$ cat src/rtl/hazard_ctrl.sv
// hazard_ctrl: hazard and sequencing controller for a five-stage
// (IF/ID/EX/MEM/WB) pipeline.
//   - Keeps a valid bit per downstream stage (ID, EX, MEM, WB) so that
//     bubbles and flushed slots never stall, forward or redirect.
//   - Detects load-use hazards (load in EX feeding the ID instruction) and
//     stalls PC + IF/ID for one cycle while a NOP enters ID/EX.
//   - Resolves taken branches in EX from Zero: redirects the PC and flushes
//     IF/ID and ID/EX. A taken branch overrides a simultaneous load-use.
//   - Drives EX operand forwarding selects (MEM result beats WB result).
//   - Keeps saturating stall / flush event counters.
// Ports:
//   clk, rst                    clock, async active-high reset
//   id_rs, id_rt, id_ReadRt     ID source registers / rt-is-source flag
//   ex_rs, ex_rt, ex_rw         EX sources and destination
//   ex_RegWr, ex_MemtoReg       EX writes a register / EX is a load
//   ex_Branch, ex_Zero          EX is a conditional branch / ALU Zero
//   mem_rw, mem_RegWr           MEM destination and write enable
//   wb_rw, wb_RegWr             WB destination and write enable
//   pc_stall, ifid_stall        hold PC / hold IF/ID
//   idex_bubble                 load NOP into ID/EX
//   flush                       clear IF/ID and ID/EX
//   pc_sel                      PC takes branch target
//   fwdA, fwdB                  00 regfile, 01 MEM result, 10 WB result
//   stall_cnt, flush_cnt        saturating event counters
module hazard_ctrl #(
    parameter int unsigned CNT_W = 16
) (
    input  logic             clk,
    input  logic             rst,
    input  logic [4:0]       id_rs,
    input  logic [4:0]       id_rt,
    input  logic             id_ReadRt,
    input  logic [4:0]       ex_rs,
    input  logic [4:0]       ex_rt,
    input  logic [4:0]       ex_rw,
    input  logic             ex_RegWr,
    input  logic             ex_MemtoReg,
    input  logic             ex_Branch,
    input  logic             ex_Zero,
    input  logic [4:0]       mem_rw,
    input  logic [4:0]       wb_rw,
    input  logic             mem_RegWr,
    input  logic             wb_RegWr,
    output logic             pc_stall,
    output logic             ifid_stall,
    output logic             idex_bubble,
    output logic             flush,
    output logic             pc_sel,
    output logic [1:0]       fwdA,
    output logic [1:0]       fwdB,
    output logic [CNT_W-1:0] stall_cnt,
    output logic [CNT_W-1:0] flush_cnt
);

    logic v_id_q,  v_id_d;
    logic v_ex_q,  v_ex_d;
    logic v_mem_q, v_mem_d;
    logic v_wb_q,  v_wb_d;
    logic [CNT_W-1:0] stall_cnt_q, stall_cnt_d;
    logic [CNT_W-1:0] flush_cnt_q, flush_cnt_d;

    logic take;
    logic luse;
    logic mem_fwd_ok;
    logic wb_fwd_ok;

    always_comb begin
        take = v_ex_q && ex_Branch && ex_Zero;
        luse = v_id_q && v_ex_q && ex_MemtoReg && ex_RegWr && (ex_rw != 5'd0) &&
               ((ex_rw == id_rs) || (id_ReadRt && (ex_rw == id_rt)));
    end

    // Taken branch wins: the ID instruction that would stall is being flushed.
    always_comb begin
        pc_sel      = 1'b0;
        flush       = 1'b0;
        pc_stall    = 1'b0;
        ifid_stall  = 1'b0;
        idex_bubble = 1'b0;
        if (take) begin
            pc_sel = 1'b1;
            flush  = 1'b1;
        end else if (luse) begin
            pc_stall    = 1'b1;
            ifid_stall  = 1'b1;
            idex_bubble = 1'b1;
        end
    end

    // Register 0 is hard-wired, so a write to it is never a forwarding source.
    always_comb begin
        mem_fwd_ok = v_mem_q && mem_RegWr && (mem_rw != 5'd0);
        wb_fwd_ok  = v_wb_q && wb_RegWr && (wb_rw != 5'd0);

        fwdA = 2'b00;
        if (mem_fwd_ok && (mem_rw == ex_rs)) begin
            fwdA = 2'b01;
        end else if (wb_fwd_ok && (wb_rw == ex_rs)) begin
            fwdA = 2'b10;
        end

        fwdB = 2'b00;
        if (mem_fwd_ok && (mem_rw == ex_rt)) begin
            fwdB = 2'b01;
        end else if (wb_fwd_ok && (wb_rw == ex_rt)) begin
            fwdB = 2'b10;
        end
    end

    always_comb begin
        v_wb_d      = v_mem_q;
        v_mem_d     = v_ex_q;
        v_ex_d      = v_id_q;
        v_id_d      = 1'b1;
        stall_cnt_d = stall_cnt_q;
        flush_cnt_d = flush_cnt_q;
        if (take) begin
            v_ex_d = 1'b0;
            v_id_d = 1'b0;
            if (flush_cnt_q != '1) begin
                flush_cnt_d = flush_cnt_q + CNT_W'(1);
            end
        end else if (luse) begin
            v_ex_d = 1'b0;
            v_id_d = v_id_q;
            if (stall_cnt_q != '1) begin
                stall_cnt_d = stall_cnt_q + CNT_W'(1);
            end
        end
    end

    always_ff @(posedge clk or posedge rst) begin
        if (rst) begin
            v_id_q      <= 1'b0;
            v_ex_q      <= 1'b0;
            v_mem_q     <= 1'b0;
            v_wb_q      <= 1'b0;
            stall_cnt_q <= '0;
            flush_cnt_q <= '0;
        end else begin
            v_id_q      <= v_id_d;
            v_ex_q      <= v_ex_d;
            v_mem_q     <= v_mem_d;
            v_wb_q      <= v_wb_d;
            stall_cnt_q <= stall_cnt_d;
            flush_cnt_q <= flush_cnt_d;
        end
    end

    assign stall_cnt = stall_cnt_q;
    assign flush_cnt = flush_cnt_q;

endmodule

$ cat config.mk
export PLATFORM = sky130hd
export DESIGN_NAME = hazard_ctrl
export DESIGN_NICKNAME = d
export VERILOG_FILES = /design/src/rtl/hazard_ctrl.sv
export SDC_FILE = /design/constraint.sdc
export NUM_CORES = 1
export LEC_CHECK = 0
export CORE_MARGIN = 3
export CORE_UTILIZATION = 55
export DETAILED_ROUTE_END_ITERATION = 7
export DONT_BUFFER_PORTS = 1
export PLACE_DENSITY = 0.67
export SLEW_MARGIN = 20
export SYNTH_ARGS = -nofsm -noshare
export SYNTH_HDL_FRONTEND = slang
export SYNTH_SLANG_ARGS = --single-unit
$ cat constraint.sdc
create_clock -name clk -period 3.19 [get_ports clk]
set_input_delay 0.4785 -clock clk [delete_from_list [all_inputs] [get_ports clk]]
set_output_delay 0.4785 -clock clk [all_outputs]
set_load 0.05 [all_outputs]
### After elaboration in Yosys (flattened, before gate mapping)

Cells that the tools add are included.

| word-level totals | value |
|---|---|
| bits in registers | 36 |
| bits in latches | 0 |
| bits in writable memories | 0 |
| ROM bits | 0 |
| input port bits | 44 |
| output and inout port bits | 41 |
| logic and storage cells | 51 |
| memories | 0 |

| cells by class | value |
|---|---|
| $add $sub $neg | 2 |
| multipliers | 0 |
| divide/modulo/power cells | 0 |
| order comparisons | 0 |
| eq/ne operators | 9 |
| shift operators | 0 |
| multiplexer cells | 11 |
| bitwise gates (word level) | 1 |
| reduce and logical (&&, ||, !) cells | 22 |

Operators by type and width:

| cell | count |
|---|---|
| $add A16 B1 Y16 const B | 2 |
| $ne A16 B16 Y1 const B | 2 |
| $eq A5 B5 Y1 | 6 |
| $logic_and A1 B1 Y1 | 16 |
| $reduce_bool A5 Y1 | 3 |
| $mux W2 | 4 |
| $mux W1 | 7 |
| $reduce_and A3 Y1 | 1 |
| $ne A2 B2 Y1 const B | 1 |
| $reduce_and A2 Y1 | 1 |
| $logic_or A1 B1 Y1 | 1 |
| $not A1 Y1 | 1 |

### Depth between registers and ports, before layout

Gate-level depths: netlist of the first run.

| depth | value |
|---|---|
| word-level depth | 7 |
| mapped depth | 7 |
| depth with buffers taken out | 6 |

### Worst setup path before layout of the first run

No wires, ideal clock.

| timing | value |
|---|---|
| path kind | input-to-output |
| start | input mem_rw[1] |
| end | output fwdA[1] |
| data arrival time | 3.060 ns |
| required time | 2.711 ns |
| path slack | -0.348 ns |
| stages | 4 |
| path buffers | 0 |
| path through | or4_1 > o211ai_1 > nor4_1 > nor4_1 |

| between the ends | value |
|---|---|
| longest elaborated chain between the ends | 4 |
| elaborated cells between the ends (all ways) | 5 |
| those cells by class | eq/ne: 1; mux: 1; reduce/logical: 3 |

Ends and longest elaborated chain:

| element | line | source |
|---|---|---|
| start, declared | 40 | `input logic [4:0] mem_rw,` |
| $reduce_bool A5 Y1 | 92 | `mem_fwd_ok = v_mem_q && mem_RegWr && (mem_rw != 5'd0);` |
| $logic_and A1 B1 Y1 | 92 |  |
| $logic_and A1 B1 Y1 (*) | 96 | `if (mem_fwd_ok && (mem_rw == ex_rs)) begin` |
| $mux W2 (*) | 96 |  |
| end, declared | 49 | `output logic [1:0] fwdA,` |

Every way passes the cells marked *; elsewhere a longest branch is shown, timed or not.

### Worst setup path after layout of the first run

| timing | value |
|---|---|
| start | input mem_rw[1] |
| end | output fwdB[1] |

| between the ends | value |
|---|---|
| longest elaborated chain between the ends | 4 |
| elaborated cells between the ends (all ways) | 5 |
| those cells by class | eq/ne: 1; mux: 1; reduce/logical: 3 |

Ends and longest elaborated chain:

| element | line | source |
|---|---|---|
| $reduce_bool A5 Y1 | 92 |  |
| $logic_and A1 B1 Y1 | 92 |  |
| $logic_and A1 B1 Y1 (*) | 103 | `if (mem_fwd_ok && (mem_rw == ex_rt)) begin` |
| $mux W2 (*) | 103 |  |
| end, declared | 50 | `output logic [1:0] fwdB,` |

Marked as above.

==> reports/results.tsv, run 1 <==
stage	metric	value	unit
synth	top cells by count, synth	36 x dfrtp_1, 34 x xnor2_1, 20 x nand3_1, 20 x xor2_1, 16 x nand2_1	
timing	fmax	406	MHz
setup_path	worst r2r src	stall_cnt[1]$_DFFE_PP0P_	
floorplanning	I/O Pins	85	
timing	hold_ws	0.297	ns
synth	main combinational cell family by area after synthesis	simple AND/OR/NAND/NOR gates	
drt	DRT Pass-1 Iters	4	
synth	cell area after synthesis	2170	um2
setup_path	worst r2r path cells	6	
setup_path	crit path DAT	1.99	ns
layout	n_diodes	0	
clocking	PostCTS Resize Cnt	0	
drt	First DRT Iteration DRCs	114	
power	Peak VDD IR	462	uV
synth	post-synthesis mux area share	3.12	%
setup_path	crit path launch	mem_rw[1]	
synth	post-synthesis cell type with the largest combined area	dfrtp_1	
floorplanning	Chip Height	68.8	um
drt	DRC	0	
setup_path	setup slack, reg-to-reg	0.85	ns
setup_path	critical path class	input port to primary output	
timing	Tightest Pin Transition	0.958	ns
clocking	post-CTS setup repair buffer count	0	
synth	library cells used by synthesis	38	
synth	Seq/Total Area, Yosys	41.6	%
timing	final setup margin	0.726	ns
setup_path	CP Capture Type	primary output	
floorplanning	die area	4730	um2
power	Overall Power	1.19	mW
synth	Adder-Cell Fraction of Synth Area	1.15	%
power	Leakage	1.01	nW
drt	Routed WL	4.99	mm
clocking	CTS hold repair buffers	0	
synth	Post-Syn Area per Cell	10.2	um2
synth	Synth Warn #	0	
clocking	Inserted Clock Buffers	5	
synth	post-synth top area share	41.6	%
timing	relative slew slack	36.0	%
placement	dpl cells	270	
layout	final instance area	2420	um2
timing	max-slew violations	0	
synth	dominant synthesized flop cell	dfrtp_1	
placement	Placer Congestion	0.895	
grt	gr ovfl total	0	
placement	dpl cell area	2330	um2
run_status	status	complete, no violations	
clocking	Bufs on Longest Clock Path	2	
layout	fin util	65.2	%
setup_path	CP Max Fanout	3	
grt	vias in the first global route	1787	
timing	setup tns final	0	ns
synth	Mapped Cells	213	
layout	Non-Filler Instances	278	
clocking	CTS tree	yes	
synth	asr flop ratio synth	100	%
placement	Port Buffers	0	
timing	Final Hold Fails	0	
power	pwr dens	493	nW/um2
clocking	Worst-path clk slew	0.07	ns
grt	largest net degree at the start of global routing	27	
timing	final worst path period share	77.2	%
floorplanning	Rows	22	
layout	P&R area growth vs syn	11.8	%
synth	Synth Area in Simple Gates	24.4	%
synth	Area contributors post-synth	dfrtp_1 42%, xnor2_1 14%, xor2_1 8.1%	
synth	#FFs+latches synth	36	
timing	Period minus WS final	2.46	ns
clocking	CTS root buffer	clkbuf_8	
placement	Detailed Place HPWL	3.95	mm
synth	XOR/XNOR Fraction of Synth Area	21.8	%
floorplanning	Die X	68.8	um
clocking	Worst-Skew Late Latency	0.29	ns
layout	layout cells sized above 1	17.0	%
synth	EDFF count, synth	0	
synth	Synth Area in Compound Gates	5.54	%
grt	first-pass GRT wire length	8.02	mm
drt	DR WL/cell	18.0	um
layout	fin nets	275	
clocking	htree depth	2	
grt	GRT Total Usage	22.8	%
drt	Vias/cell	6.15	
run	max_cap viols	0	
floorplanning	Core ar.	3720	um2
timing	RSZ-0062 raised after global routing	false	
setup_path	WP data required	2.71	ns
timing	setup violators final	0	
synth	most frequent cell after synthesis	dfrtp_1	
synth	Syn Nets	259	
worst_hold_path	HP Class	input port to async pin	
timing	final worst clock skew	0.00451	ns
drt	via count	1710	
clocking	Clock Sinks	36	
setup_path	startpoint class of the critical path	input port	
setup_path	RR Endpoint	stall_cnt[1]$_DFFE_PP0P_	
drt	Routed Antenna Nets	0	
floorplanning	Initial Util	58.3	%
placement	Place WS	0.723	ns
grt	initial antenna violation count	0	
-- sequential cells by signal, summed over array words and instances (netlist names) --
| signal | flops |
|---|---|
| flush_cnt | 16 |
| stall_cnt | 16 |
| v_ex_q | 1 |
| v_id_q | 1 |
| v_mem_q | 1 |
| v_wb_q | 1 |
-- cells in the final DEF (no fill, tap or decap), types with 3 or more instances in the layout --
cell,count
nor4_2,6
and3_1,8
xnor2_1,34
clkbuf_8,6
nor2_1,9
a31oi_1,3
xor2_1,20
buf_4,14
nand4_1,12
inv_1,4
nand2_1,16
or4_1,4
dfrtp_1,36
nand3_1,20
mux2_1,4
-- metal layers --
metal  global-route usage (%)  part of all wire (%)  wire [um]
met3                     7.29                   9.8        487
met2                     41.0                    51       2570
met4                     8.27                   1.7         84
met5                        0                     0          0
met1                     25.1                    37       1850
-- worst max-delay path by stage --
stage	slack, ns	endpoint
after floorplan	0.30	ifid_stall
after global placement	0.82	fwdA[1]
after detailed placement	0.72	fwdB[1]
after CTS	0.72	fwdB[1]
after global routing	0.68	fwdB[1]
final	0.73	fwdB[1]
-- cell type report --
type / instances / area [um2]
Fill cell: 298 / 1290
Sequential cell: 36 / 901
Tap cell: 48 / 60.1
Multi-Input combinational cell: 167 / 1250
Clock buffer: 8 / 90.1
Timing Repair Buffer: 14 / 105
Inverter: 5 / 18.8
-- critical path, stage by stage --
cell and delay [ns]:
or4_1 0.52, o211ai_1 0.28, nor4_2 0.09, buf_4 0.20, nor4_2 0.17, buf_4 0.25
-- cells by family after synthesis --
group / count (synthesis)
AO/OA/AOI/OAI: 14
AND/OR/NAND/NOR: 91
adder cells (fa/ha/maj): 2
multiplexers: 6
flip-flops: 36
buffers and inverters: 10
XOR/XNOR: 54
-- power breakdown --
part           internal (mW)  switching (mW)  total (mW)
clock                  0.176           0.159       0.335
sequential             0.496           0.134       0.630
combinational         0.0866           0.142       0.229
(Power assumes the default switching activity.)
==> inputs of run 2 (changes only) <==
==> constraint.sdc (replaced) <==
create_clock -name clk -period 2.31 [get_ports clk]
set_input_delay 0.3465 -clock clk [delete_from_list [all_inputs] [get_ports clk]]
set_output_delay 0.3465 -clock clk [all_outputs]
set_load 0.05 [all_outputs]
==> reports/results.tsv, run 2 (same netlist as run 1, synthesis figures left out) <==
stage	metric	value	unit	change
run_status	status	complete, no violations		
placement	Detailed Place HPWL	4.17	mm	+5.6%
timing	setup tns final	0	ns	unchanged
clocking	Worst-Skew Late Latency	0.29	ns	about the same
clocking	CTS root buffer	clkbuf_8		
drt	Vias/cell	5.80		-5.7%
setup_path	crit path DAT	1.80	ns	-0.19 ns
timing	fmax	466	MHz	
drt	Routed Antenna Nets	0		unchanged
clocking	Clock Sinks	36		unchanged
drt	via count	1763		+3.1%
floorplanning	Die X	68.8	um	unchanged
setup_path	Bufs and invs on worst path	1		-1
clocking	htree depth	2		unchanged
layout	commonest non-fill, non-tap cells in the layout	39 x buf_4, 36 x dfrtp_1, 34 x xnor2_1, 20 x nand3_1, 20 x xor2_1		
grt	largest net degree at the start of global routing	37		+37%
setup_path	Slowest-stage cell, CP	or4_1		
layout	layout cells sized above 1	25.4	%	+8.4 points
layout	P&R area growth vs syn	22.2	%	
setup_path	CP Capture Type	primary output		
floorplanning	Chip Height	68.8	um	unchanged
layout	fin nets	301		+9.5%
grt	GRT Total Usage	22.9	%	+0.050 points
grt	vias in the first global route	1831		+2.5%
setup_path	worst r2r src	v_ex_q$_DFF_PP0_		
drt	Routed WL	5.11	mm	+2.4%
timing	max-slew violations	0		unchanged
timing	setup violators final	0		unchanged
floorplanning	Core ar.	3720	um2	unchanged
setup_path	critical-path cell list	o211ai_1 > or4_1 > nor4_4 > buf_4		
power	Peak VDD IR	486	uV	+5.2%
drt	DRC	0		unchanged
power	pwr dens	648	nW/um2	+31%
setup_path	WP data required	1.96	ns	-0.75 ns
floorplanning	die area	4730	um2	unchanged
clocking	PostCTS Resize Cnt	0		unchanged
clocking	CTS hold repair buffers	0		unchanged
timing	final worst clock skew	0.00965	ns	+0.00514 ns
setup_path	CP Max Fanout	2		-1
floorplanning	I/O Pins	85		unchanged
placement	Placer Congestion	0.865		-3.4%
timing	RSZ-0062 raised after global routing	false		
clocking	CTS tree	yes		
run	max_cap viols	0		unchanged
power	Leakage	1.15	nW	+14%
drt	First DRT Iteration DRCs	98		-14%
layout	fin util	71.2	%	+6.1 points
grt	initial antenna violation count	0		unchanged
drt	DR WL/cell	16.8	um	-6.4%
setup_path	Worst path top cell family by delay	simple AND/OR/NAND/NOR gates		
setup_path	critical path class	flop to primary output		
floorplanning	Initial Util	58.3	%	unchanged
clocking	Worst-path clk slew	0.07	ns	about the same
grt	first-pass GRT wire length	8.11	mm	+1.1%
clocking	post-CTS setup repair buffer count	0		unchanged
layout	n_diodes	0		unchanged
placement	Place WS	0.302	ns	-0.421 ns
floorplanning	Rows	22		unchanged
clocking	Bufs on Longest Clock Path	2		unchanged
timing	Final Hold Fails	0		unchanged
setup_path	max incr delay on CP	0.58	ns	+0.06 ns
timing	Period minus WS final	2.15	ns	
setup_path	startpoint class of the critical path	flop		
timing	final worst path period share	92.9	%	
worst_hold_path	HP Class	input port to async pin		
grt	gr ovfl total	0		unchanged
setup_path	crit path launch	v_wb_q$_DFF_PP0_		
timing	final setup margin	0.163	ns	-0.563 ns
placement	Port Buffers	0		unchanged
clocking	Inserted Clock Buffers	5		unchanged
timing	Tightest Pin Transition	0.445	ns	-0.513 ns
layout	commonest non-fill, non-tap cell in the layout	buf_4		
drt	DRT Pass-1 Iters	4		unchanged
timing	relative slew slack	70.0	%	+34 points
-- run 2: area by class of cell --
class	count	area [um2]
clock buffers	8	90.1
well taps	48	60.1
inverters	5	18.8
multi-input cells	167	1260
repair buffers	40	313
flip-flops and latches	36	901
fillers	293	1070
-- run 2: path summary, 6_finish.rpt --
check / to / slack, ns / cells past startpoint
max: fwdB[1] / 0.16 / 4
min: stall_cnt[3]$_DFFE_PP0P_ / 0.05 / 2
max reg2reg: flush_cnt[8]$_DFFE_PP0P_ / 0.38 / 6
min reg2reg: v_wb_q$_DFF_PP0_ / 0.40 / 0
max in group asynchronous: flush_cnt[7]$_DFFE_PP0P_ / 1.94 / 2
min in group clk: v_id_q$_DFFE_PP0P_ / 0.36 / 2
-- run 2: power by group --
part	internal [mW]	total, mW	leakage, nW	switching, mW
clock	0.243	0.451	0.0455	0.208
combinational	0.168	0.539	0.630	0.371
sequential	0.689	0.725	0.474	0.0369
-- run 2: layer usage --
metal	track usage [%]	part of all wire, %
met1	27.5	40
met2	39.6	49
met3	5.51	9.0
met4	8.52	1.8
met5	0	0
-- run 2: metrics by stage --
stage | total power, mW | std cells | hold slack, ns | area, um2
after floorplan | 1.13 | 213 | 0.354 | 2220
after global placement | 1.26 | 296 | 0.355 | 2560
after detailed placement | 1.28 | 296 | 0.366 | 2560
after CTS | 1.73 | 304 | 0.0598 | 2650
after global routing | 1.80 | 304 | 0.0869 | 2650
final | 1.72 | 304 | 0.0454 | 2650
==> inputs of run 3 (changes only) <==
--- a/config.mk
+++ b/config.mk
@@ -10,6 +10,7 @@
 export DETAILED_ROUTE_END_ITERATION = 7
 export DONT_BUFFER_PORTS = 1
 export PLACE_DENSITY = 0.67
+export SKIP_LAST_GASP = 1
 export SLEW_MARGIN = 20
 export SYNTH_ARGS = -nofsm -noshare
 export SYNTH_HDL_FRONTEND = slang
==> results of run 3 <==
No change in the layout: final DEF, timing and power equal those of run 2.
